`config.mk`:
```
export PLATFORM = sky130hd
export DESIGN_NAME = alarm_ctrl
export DESIGN_NICKNAME = d
export VERILOG_FILES = /design/src/rtl/alarm_ctrl.sv
export SDC_FILE = /design/constraint.sdc
export NUM_CORES = 1
export LEC_CHECK = 0
export CAP_MARGIN = 20
export CORE_MARGIN = 4
export CORE_UTILIZATION = 62
export DETAILED_ROUTE_END_ITERATION = 12
export PLACE_DENSITY = 0.83
export SETUP_SLACK_MARGIN = 0.02
export SLEW_MARGIN = 20
export SYNTH_ARGS = -nofsm -noshare
export SYNTH_HDL_FRONTEND = slang
export SYNTH_SLANG_ARGS = --single-unit
export TNS_END_PERCENT = 30
```
`constraint.sdc`:
```
create_clock -name clk_1 -period 2.8 [get_ports clk_1]
set_input_delay 0.28 -clock clk_1 [delete_from_list [all_inputs] [get_ports clk_1]]
set_output_delay 0.28 -clock clk_1 [all_outputs]
set_load 0.02 [all_outputs]
```
`src/rtl/alarm_ctrl.sv`:
```
// Alarm sequencing controller: debounces the arm/snooze/stop keys and runs the
// DISARMED/ARMED/RINGING/SNOOZE machine that drives the buzzer and status outputs.
module alarm_ctrl #(
  parameter int DEB_CYCLES = 16,
  parameter int RING_SEC   = 60,
  parameter int SNOOZE_SEC = 300,
  parameter int MAX_SNOOZE = 3
) (
  input  logic       clk_1,
  input  logic       rst_n,
  input  logic       sec_tick,
  input  logic       match,
  input  logic       key_arm,
  input  logic       key_snooze,
  input  logic       key_stop,
  output logic       armed,
  output logic       ringing,
  output logic       snoozing,
  output logic       buzzer,
  output logic [1:0] snooze_cnt
);

  localparam int DEB_W = (DEB_CYCLES > 2) ? $clog2(DEB_CYCLES) : 1;

  localparam logic [1:0] ST_DISARMED = 2'd0;
  localparam logic [1:0] ST_ARMED    = 2'd1;
  localparam logic [1:0] ST_RINGING  = 2'd2;
  localparam logic [1:0] ST_SNOOZE   = 2'd3;

  // Bit 2 = arm, bit 1 = snooze, bit 0 = stop.
  logic [2:0] key_raw;
  logic [2:0] press;

  assign key_raw = {key_arm, key_snooze, key_stop};

  genvar gi;
  generate
    for (gi = 0; gi < 3; gi++) begin : g_key
      logic             sync1_reg;
      logic             sync2_reg;
      logic             deb_reg;
      logic             deb_d_reg;
      logic             press_reg;
      logic [DEB_W-1:0] cnt_reg;

      // The press pulse is registered so every key path has the same fixed latency.
      always_ff @(posedge clk_1 or negedge rst_n) begin
        if (!rst_n) begin
          sync1_reg <= 1'b0;
          sync2_reg <= 1'b0;
          deb_reg   <= 1'b0;
          deb_d_reg <= 1'b0;
          press_reg <= 1'b0;
          cnt_reg   <= '0;
        end else begin
          sync1_reg <= key_raw[gi];
          sync2_reg <= sync1_reg;
          if (sync2_reg != deb_reg) begin
            if (cnt_reg == DEB_W'(DEB_CYCLES - 1)) begin
              deb_reg <= sync2_reg;
              cnt_reg <= '0;
            end else begin
              cnt_reg <= cnt_reg + DEB_W'(1);
            end
          end else begin
            cnt_reg <= '0;
          end
          deb_d_reg <= deb_reg;
          press_reg <= deb_reg & ~deb_d_reg;
        end
      end

      assign press[gi] = press_reg;
    end
  endgenerate

  logic       arm_p;
  logic       snooze_p;
  logic       stop_p;
  logic       match_rise;
  logic       expiry;

  logic [1:0] state_reg, state_next;
  logic [9:0] timer_reg, timer_next;
  logic       phase_reg, phase_next;
  logic [1:0] cnt_reg, cnt_next;
  logic       match_d_reg;

  assign arm_p      = press[2];
  assign snooze_p   = press[1];
  assign stop_p     = press[0];
  assign match_rise = match & ~match_d_reg;
  assign expiry     = sec_tick && (timer_reg == 10'd1);

  always_comb begin
    state_next = state_reg;
    timer_next = timer_reg;
    phase_next = phase_reg;
    cnt_next   = cnt_reg;

    // Default timing behaviour; any load below overrides it, so a tick on a load is dropped.
    if (sec_tick && (state_reg == ST_RINGING || state_reg == ST_SNOOZE))
      timer_next = timer_reg - 10'd1;
    if (sec_tick && state_reg == ST_RINGING)
      phase_next = ~phase_reg;

    case (state_reg)
      ST_DISARMED: begin
        if (arm_p) begin
          state_next = ST_ARMED;
          cnt_next   = 2'd0;
        end
      end
      ST_ARMED: begin
        if (arm_p) begin
          state_next = ST_DISARMED;
          cnt_next   = 2'd0;
        end else if (match_rise) begin
          state_next = ST_RINGING;
          timer_next = 10'(RING_SEC);
          phase_next = 1'b1;
          cnt_next   = 2'd0;
        end
      end
      ST_RINGING: begin
        if (arm_p) begin
          state_next = ST_DISARMED;
          cnt_next   = 2'd0;
          timer_next = 10'd0;
        end else if (stop_p) begin
          state_next = ST_ARMED;
          cnt_next   = 2'd0;
          timer_next = 10'd0;
        end else if (snooze_p && (cnt_reg < 2'(MAX_SNOOZE))) begin
          state_next = ST_SNOOZE;
          cnt_next   = cnt_reg + 2'd1;
          timer_next = 10'(SNOOZE_SEC);
        end else if (expiry) begin
          state_next = ST_ARMED;
          cnt_next   = 2'd0;
          timer_next = 10'd0;
        end
      end
      ST_SNOOZE: begin
        if (arm_p) begin
          state_next = ST_DISARMED;
          cnt_next   = 2'd0;
          timer_next = 10'd0;
        end else if (stop_p) begin
          state_next = ST_ARMED;
          cnt_next   = 2'd0;
          timer_next = 10'd0;
        end else if (expiry) begin
          state_next = ST_RINGING;
          timer_next = 10'(RING_SEC);
          phase_next = 1'b1;
        end
      end
    endcase
  end

  always_ff @(posedge clk_1 or negedge rst_n) begin
    if (!rst_n) begin
      state_reg   <= ST_DISARMED;
      timer_reg   <= 10'd0;
      phase_reg   <= 1'b0;
      cnt_reg     <= 2'd0;
      match_d_reg <= 1'b0;
    end else begin
      state_reg   <= state_next;
      timer_reg   <= timer_next;
      phase_reg   <= phase_next;
      cnt_reg     <= cnt_next;
      match_d_reg <= match;
    end
  end

  assign armed      = (state_reg != ST_DISARMED);
  assign ringing    = (state_reg == ST_RINGING);
  assign snoozing   = (state_reg == ST_SNOOZE);
  assign buzzer     = ringing & phase_reg;
  assign snooze_cnt = cnt_reg;

endmodule

```
# Word-level counts from Yosys, hierarchy flattened
# Cells that the tools add are included.
[op_classes]
multipliers = 0
bitwise = 10
n_shift = 0
add_sub_neg = 5
mux = 45
n_eq_ne = 15
div = 0
n_reduce_logical = 12
order_cmp = 1
[ops]
columns = ["cell", "count"]
rows = [
  ["$mux 10", 10],
  ["$mux 2", 19],
  ["$pmux 10 s3", 1],
  ["$mux 4", 6],
  ["$pmux 2 s4", 2],
  ["$add 4x1->4 const B", 3],
  ["$eq 4x4->1 const B", 3],
  ["$eq 10x1->1 const B", 1],
  ["$sub 10x1->10 const B", 1],
  ["$reduce_and 4->1", 2],
  ["$mux 1", 6],
  ["$reduce_and 2->1", 3],
  ["$and 1x1->1", 5],
  ["$ne 5x1->1 const B", 1],
  ["$not 1->1", 5],
  ["$eq 2x2->1 const B", 2],
  ["$logic_and 1x1->1", 4],
  ["$ne 4x1->1 const B", 1],
  ["$ne 1x1->1", 3],
  ["$ne 3x1->1 const B", 1],
  ["$ne 3x3->1 const B", 1],
  ["$add 2x1->2 const B", 1],
  ["$eq 2x1->1 const B", 1],
  ["$logic_not 2->1", 1],
  ["other kinds (5)", 5],
]
[totals]
latchBits = 0
inputBits = 7
out_inout_bits = 6
ff_bits = 43
rom_bits = 0
mem_count = 0
elab_cells = 111
ram_bits = 0

# Depth between registers and ports, before layout
# Gate-level depths: netlist of the first run.
[logic_depth]
word_depth = 9
mapped_depth = 8

# Worst setup path before layout of the first run
# Ideal clock, no wire load.
[synth_timing]
path_kind = "register to output"
from = "register state_reg[1]"
to = "output port buzzer"
path_slack_ps = 1223
arrival_time_ps = 1297
path_stages_with_launch = 5
n_path_buf = 1
cell_sequence = "dfrtp_1 buf_6 inv_1 nor2_1 and2_1"
[synth_between]
elab_chain_cells = 2
[synth_rtl]
columns = ["item", "line", "rtl"]
rows = [
  ["from (decl)", "83", "logic [1:0] state_reg, state_next;"],
  ["from (signal assigned)", "170", "state_reg <= state_next;"],
  ["$eq 2x2->1", "179", "assign ringing = (state_reg == ST_RINGING);"],
  ["net ringing", "17", "output logic ringing,"],
  ["$and 1x1->1", "181", "assign buzzer = ringing & phase_reg;"],
  ["to (decl)", "19", "output logic buzzer,"],
]
# The timed path passes the listed nets, and every way through them passes these cells.

# Final worst setup path of the first run
[layout_timing]
from = "register state_reg[1]"
to = "output port buzzer"
[layout_between]
elab_chain_cells = 2
[layout_rtl]
columns = ["item", "line"]
rows = [
  ["$eq 2x2->1", "179"],
  ["$and 1x1->1", "181"],
]
# Every way passes these cells.

==> impl_metrics.csv, run 1 <==
group,metric,value,unit
run_status,outcome,"completed",
finish,n_fill_cell,212,
clock_network,insertion_delay,330,ps
finish,finalNetCount,204,
route,dr.pass1.iters,4,
route,drcViolationCount,0,
finish,syn_to_final_growth,11.6,%
yosys,synth-seq-area-share,54.9,%
clock_network,clkSinkCount,43,
timing,drv_slew,0,
yosys,ys_types,36,
finish,final_area,0.00219,mm²
worst_setup_path,r2r-end,"timer_reg[2]",
finish,largest_register_ffs,12,
grt,overflow,0,
power,p_per_area,808,mW/mm²
grt,grt.total_usage,19.2,%
route,vias,1306,
place,dp_hpwl,2490,µm
clock_network,clk_path_buf_depth,2,
finish,drive_gt1_share,11.5,%
grt,grt_pass1_wl,6070,µm
timing,setup_viol,0,
clock_network,cts_root_buf,"clkbuf_4",
die,coreArea,0.00303,mm²
route,vias_per_cell,5.53,
yosys,synth.avg_cell_area,11.2,µm²
worst_setup_path,path_max_fanout,16,
worst_setup_path,crit_required,2520,ps
clock_network,post-cts-setup-buffers,0,
worst_setup_path,crit_start,"state_reg[1]",
worst_setup_path,critPathKind,"reg2out",
timing,relSlewSlack,39.2,%
die,chipHeight,64.2,µm
route,drt-initial-drc-count,93,
clock_network,postCtsResizedCells,0,
yosys,syn_inst,175,
place,dpl_cell_area,0.00210,mm²
yosys,syn_area,0.00196,mm²
place,gp_congestion,0.820,
worst_setup_path,endpoint,"buzzer",
worst_setup_path,rrSetupSlack,1000,ps
power,vdd_ir_drop_max,0.479,mV
timing,hold_violations,0,
worst_setup_path,endpoint_kind,"primary output",
route,wl,3410,µm
yosys,yosysWarnings,0,
clock_network,cts_inserted_buffers,5,
clock_network,holdBufCountCts,0,
place,portBuffers,12,
timing,fin_tns_setup,0,ps
clock_network,h-tree-depth,2,
die,fp.dieW,64.2,µm
finish,seq_area,0.00108,mm²
timing,timing.final.crit_share,87.1,%
timing,tightestPinTransition,913,ps
timing,clock_skew,4.48,ps
grt,grt_pass1_vias,1286,
finish,multi_input_area,825,µm²
route,ant_nets,0,
die,die-area,0.00413,mm²
worst_setup_path,crit_arrival,2160,ps
worst_setup_path,r2r_start,"timer_reg[5]",
finish,diodes,0,
min_path,hold_class,"in2async",
grt,grt_max_degree,44,
die,start_util,64.8,%
clock_network,clk_pin_slew,120,ps
grt,antenna_found_initial,0,
timing,min_period,2440,ps
timing,max_clock_freq,0.410,GHz
worst_setup_path,r2r_cells,5,
yosys,synthesis.nets,188,
clock_network,tritoncts,"yes",
route,drt-wirelength-per-cell,14.4,µm
yosys,ys_ff_latch,43,
power,leakagePower,0.993,nW
run,cap_violations,0,
die,ios,13,
worst_setup_path,cp-start-kind,"register",
timing,rsz0062_at_grt,"false",
die,rows,20,
## placed cells by master (no fill, tap or decap), drive strengths merged, types with 3 or more instances in the layout
cell / n
nor2b: 6
a21oi: 10
dfrtp: 43
xnor2: 10
ha: 6
nand2: 14
o21ai: 13
or2b: 3
nand3: 6
inv: 8
clkdlybuf4s50: 11
nor4: 3
nor2: 14
xor2: 7
nor3b: 3
mux2: 3
or2: 3
nand4b: 3
clkbuf: 6
## metrics by stage
stage,util [%],std cells,setup WS [ps],hold slack [ps],total power [mW]
global placement,69.4,228,785,332,1.35
global route,72.2,236,188,106,1.89
finish,72.2,236,362,63.9,1.77
CTS,72.2,236,346,82.3,1.78
floorplan,-,175,1220,-15.6,1.20
detailed placement,69.4,228,736,335,1.38
## kinds of logic after synthesis
family	after synthesis	share of synthesized area [%]
simple gates	67	20.6
flops	43	54.9
compound gates	28	8.36
xor+xnor	17	7.59
buf+inv	11	3.06
fa+ha+maj	6	3.83
mux	3	1.72
## synth_stat cells
master,n,area [µm²]
o22ai_1,1,6.26
mux2_2,3,33.8
or2b_2,2,17.5
nor4_1,3,18.8
nand2_1,14,52.6
a21o_2,1,8.76
and3_4,1,11.3
and2_1,2,12.5
a31oi_1,1,6.26
nor3_1,2,10.0
nor2_1,13,48.8
o21bai_4,1,18.8
nor4b_1,1,8.76
dfrtp_1,43,1080
nor4b_4,1,23.8
inv_1,8,30.0
nand3_1,6,30.0
xnor2_1,10,87.6
or2_2,3,18.8
nand4bb_1,1,11.3
xor2_1,7,61.3
nand3b_1,1,7.51
nor2_4,1,11.3
o21ai_0,12,60.1
nor2b_1,6,37.5
buf_6,2,22.5
ha_1,6,75.1
nand4b_1,3,26.3
a311oi_1,1,8.76
nor4bb_1,2,20.0
buf_4,1,7.51
or2b_1,1,7.51
o21ai_1,1,5.00
nor3b_1,3,22.5
a21oi_1,10,50.1
and3_1,1,6.26
## report_power, final
group / leakage (nW) / switching [mW] / internal (mW)
Clock: 0.0482 / 0.185 / 0.211
Sequential: 0.548 / 0.134 / 0.729
Combinational: 0.398 / 0.261 / 0.248
Total: 0.993 / 0.580 / 1.19
## metal layers
layer / wire [µm] / track usage [%] / vias up
li1: - / - / 631
met1: 1430 / 22.4 / 642
met2: 1800 / 33.4 / 31
met3: 161 / 6.15 / 2
met4: 21 / 6.07 / 0
met5: 0 / 0 / -
## critical path: stages (launching register included)
cell             delay, ps
dfrtp_1                660
inv_1                  180
nor2_1                 230
and2_1                 160
clkdlybuf4s50_1        590
## how the worst min path moves through the flow
stage                          to  slack [ps]
3_3_place_gp   g_key[0].sync2_reg         330
3_5_place_dp   g_key[0].sync2_reg         330
5_1_grt               match_d_reg         110
6_report              match_d_reg          60
2_1_floorplan               arm_p         -20
4_1_cts               match_d_reg          80
## final cells by class
class                   instances  share of cell area [%]
inverters                       8                    1.37
repair buffers                 12                    5.26
well taps                      44                    2.52
flip-flops and latches         43                    49.2
clock inverters                 2                    1.60
clock buffers                   6                    2.35
multi-input cells             121                    37.7
No activity file was read; power rests on OpenSTA's default activity.
==> inputs of run 2 (changes only) <==
CORE_ASPECT_RATIO = 0.8   (was default)
==> impl_metrics.csv, run 2 (synthesis results as in run 1) <==
group,metric,value,unit
place,dp_hpwl,2400,µm
grt,antenna_found_initial,0,
worst_setup_path,endpoint_kind,"primary output",
timing,rsz0062_at_grt,"false",
clock_network,insertion_delay,300,ps
die,coreArea,0.00289,mm²
clock_network,holdBufCountCts,0,
finish,multi_input_area,825,µm²
timing,setup_viol,0,
min_path,hold_class,"in2async",
worst_setup_path,critPathKind,"reg2out",
timing,relSlewSlack,39.8,%
power,pwr-share-seq,49.2,%
finish,largest_register_ffs,12,
route,drcViolationCount,0,
grt,grt_pass1_wl,5620,µm
worst_setup_path,crit_required,2520,ps
power,power.internal,1.15,mW
clock_network,tritoncts,"yes",
die,chipHeight,58.3,µm
die,rows,17,
die,ios,13,
grt,overflow,0,
timing,min_period,2370,ps
clock_network,clk_pin_slew,80,ps
route,wl,3440,µm
run,cap_violations,0,
timing,tightestPinTransition,903,ps
grt,grt_pass1_vias,1294,
power,power_frac_comb,29.7,%
worst_setup_path,crit_start,"state_reg[1]",
route,dr.pass1.iters,4,
grt,grt.total_usage,18.1,%
worst_setup_path,r2r_start,"state_reg[1]",
route,vias_per_cell,5.93,
finish,diodes,0,
timing,drv_slew,0,
clock_network,postCtsResizedCells,0,
power,clockPowerShare,21.1,%
route,drt-wirelength-per-cell,15.0,µm
run_status,outcome,"completed",
timing,timing.final.crit_share,84.5,%
place,gp_congestion,0.909,
worst_setup_path,cp-start-kind,"register",
worst_setup_path,path_max_fanout,16,
place,portBuffers,12,
route,ant_nets,0,
finish,final_common_cell,"dfrtp_1",
timing,hold_violations,0,
power,vdd_ir_drop_max,0.412,mV
finish,seq_area,0.00108,mm²
timing,fin_tns_setup,0,ps
finish,layout_common_cells,"dfrtp_1 (43), nand2_1 (14), nor2_1 (13)",
finish,final_area,0.00218,mm²
clock_network,clk_path_buf_depth,2,
route,vias,1358,
clock_network,cts_inserted_buffers,5,
power,leakagePower,0.989,nW
clock_network,clkSinkCount,43,
die,start_util,67.8,%
timing,max_clock_freq,0.423,GHz
power,p_per_area,812,mW/mm²
timing,clock_skew,7.38,ps
clock_network,cts_root_buf,"clkbuf_8",
finish,syn_to_final_growth,11.0,%
finish,drive_gt1_share,11.0,%
power,power.switching,0.616,mW
power,p_sw_share,34.9,%
place,dpl_cell_area,0.00209,mm²
clock_network,post-cts-setup-buffers,0,
finish,n_fill_cell,194,
finish,finalNetCount,204,
clock_network,h-tree-depth,2,
worst_setup_path,crit_arrival,2090,ps
die,fp.dieW,70.9,µm
grt,grt_max_degree,44,
route,drt-initial-drc-count,95,
die,die-area,0.00413,mm²
==> run 2: worst paths after layout <==
kind                                       to  slack, ps  depth (start not counted)
max                                    buzzer        430                          4
min                               match_d_reg        100                          1
max reg2reg                      timer_reg[4]       1000                          5
min reg2reg                g_key[1].sync2_reg        350                          0
max in group asynchronous  g_key[1].press_reg       2130                          1
min in group clk_1         g_key[1].sync2_reg        350                          0
==> run 2: power by group through the flow <==
stage | Clock (mW) | Combinational [mW] | Sequential, mW
after CTS | 0.383 | 0.524 | 0.862
after global placement | 0 | 0.495 | 0.860
after global routing | 0.420 | 0.566 | 0.883
after detailed placement | 0 | 0.518 | 0.872
final | 0.373 | 0.524 | 0.870
after floorplan | 0 | 0.365 | 0.840
==> run 2: stage by stage <==
stage          instances  total power [mW]  hold slack [ps]  setup WS [ps]  utilization, %
6_report             229              1.77             98.1            434            75.2
5_1_grt              229              1.87              185            264            75.2
4_1_cts              229              1.77              142            436            75.2
3_5_place_dp         222              1.39              338            759            72.4
3_3_place_gp         222              1.36              334            828            72.4
2_1_floorplan        175              1.20            -15.6           1220               -
==> run 2: routing by layer <==
metal	global-route usage [%]	vias to the layer above	routed length, µm
li1	-	629	-
met1	20.7	672	1510
met2	29.9	47	1640
met3	6.66	10	196
met4	9.92	0	100
met5	0	-	0
==> run 2: layout make-up <==
class,count,area share [%]
Sequential cell,43,49.5
Multi-Input combinational cell,121,37.9
Timing Repair Buffer,12,5.29
Clock buffer,5,3.16
Tap cell,38,2.19
Inverter,8,1.38
Clock inverter,2,0.633
==> run 2: critical path, cell delays in order (launching register included) <==
cell	delay [ps]
dfrtp_1	620
inv_1	170
nor2_1	230
and2_1	160
clkdlybuf4s50_1	590
==> inputs of run 3 (changes only) <==
CORE_UTILIZATION = 57   (was 62)
PLACE_DENSITY = 0.77   (was 0.83)
clock period = 2.2 ns   (was 2.8 ns; I/O delays follow)
==> impl_metrics.csv, run 3 (synthesis results as in run 1) <==
group,metric,value,unit
worst_setup_path,path_max_fanout,9,
route,drcViolationCount,0,
clock_network,tritoncts,"yes",
clock_network,cts_root_buf,"clkbuf_8",
worst_setup_path,endpoint_kind,"primary output",
worst_setup_path,critPathKind,"reg2out",
finish,finalNetCount,205,
timing,fin_hold_ws,41.6,ps
route,vias,1284,
grt,overflow,0,
power,p_sw_share,33.9,%
clock_network,post-cts-setup-buffers,0,
place,gp_congestion,0.996,
grt,grt_max_degree,44,
die,chipHeight,60.5,µm
clock_network,holdBufCountCts,0,
timing,hold_violations,0,
die,die-area,0.00445,mm²
power,vdd_ir_drop_max,0.552,mV
place,portBuffers,12,
timing,drv_slew,0,
grt,grt_pass1_wl,5600,µm
finish,diodes,0,
clock_network,postCtsResizedCells,0,
timing,worst_slack,167,ps
grt,grt.total_usage,17.1,%
route,dr.pass1.iters,4,
timing,min_period,2030,ps
clock_network,insertion_delay,300,ps
min_path,hold_class,"in2async",
finish,layout_common_cells,"dfrtp_1 (43), nand2_1 (14), nor2_1 (13)",
power,leakagePower,0.997,nW
grt,antenna_found_initial,0,
power,clockPowerShare,23.2,%
place,dp_hpwl,2330,µm
clock_network,clk_path_buf_depth,2,
finish,drive_gt1_share,11.9,%
place,post-place-ws,251,ps
die,rows,18,
route,ant_nets,0,
worst_setup_path,crit_required,1980,ps
clock_network,clkSinkCount,43,
route,wl,3230,µm
clock_network,clk_pin_slew,80,ps
timing,rsz0062_at_grt,"false",
finish,final_util,68.9,%
die,ios,13,
timing,max_clock_freq,0.492,GHz
power,p_per_area,1030,mW/mm²
run_status,outcome,"completed",
power,power_frac_comb,29.4,%
power,power.internal,1.51,mW
timing,setup_viol,0,
die,fp.dieW,73.6,µm
finish,final_common_cell,"dfrtp_1",
route,vias_per_cell,5.51,
finish,largest_register_ffs,12,
timing,tightestPinTransition,902,ps
power,pwr-share-seq,47.4,%
timing,fin_tns_setup,0,ps
clock_network,h-tree-depth,2,
route,drt-initial-drc-count,83,
worst_setup_path,crit_arrival,1810,ps
timing,relSlewSlack,39.9,%
clock_network,cts_inserted_buffers,5,
timing,clock_skew,1.90,ps
worst_setup_path,cp-start-kind,"register",
finish,syn_to_final_growth,12.3,%
run,cap_violations,0,
place,dpl_cell_area,0.00210,mm²
die,coreArea,0.00320,mm²
grt,grt_pass1_vias,1289,
power,power.switching,0.771,mW
timing,timing.final.crit_share,92.4,%
die,start_util,61.3,%
finish,final_area,0.00220,mm²
route,drt-wirelength-per-cell,13.9,µm
worst_setup_path,r2r_cells,7,
## run 3: layout make-up
class	instances	area, µm²
fill	230	996
clock inverter	2	16.3
inverter	8	30.0
sequential	43	1080
timing repair buffer	13	123
tap	40	50.0
multi-input combinational	121	825
clock buffer	6	82.6
## run 3: final timing paths
check	slack [ps]	start	endpoint
max	170	state_reg[0]	buzzer
max reg2reg	460	timer_reg[1]	timer_reg[2]
min reg2reg	360	g_key[0].sync1_reg	g_key[0].sync2_reg
min in group clk_1	350	key_stop	g_key[0].sync1_reg
min	40	rst_n	match_d_reg
max in group asynchronous	1590	rst_n	g_key[1].cnt_reg[0]
## run 3: through the flow
step	cells	power, mW
3_5_place_dp	225	1.77
3_3_place_gp	225	1.73
5_1_grt	233	2.44
2_1_floorplan	175	1.53
6_report	233	2.28
4_1_cts	233	2.30
## run 3: critical path, stage by stage (launching register included)
cell             delay, ps
dfrtp_1                470
nor2_1                 290
and2_1                 170
clkdlybuf4s50_1        590
## run 3: power by group through the flow
stage	Sequential [mW]	Clock [mW]	Combinational, mW
floorplan	1.07	0	0.464
finish	1.08	0.529	0.668
global placement	1.09	0	0.644
global route	1.10	0.587	0.746
CTS	1.08	0.546	0.676
detailed placement	1.09	0	0.672
## run 3: metal layers
| layer | GRT usage (%) | vias to the layer above | wire [µm] |
|---|---|---|---|
| li1 | - | 630 | - |
| met1 | 20.3 | 617 | 1440 |
| met2 | 28.8 | 28 | 1580 |
| met3 | 4.47 | 9 | 129 |
| met4 | 9.04 | 0 | 81 |
| met5 | 0 | - | 0 |
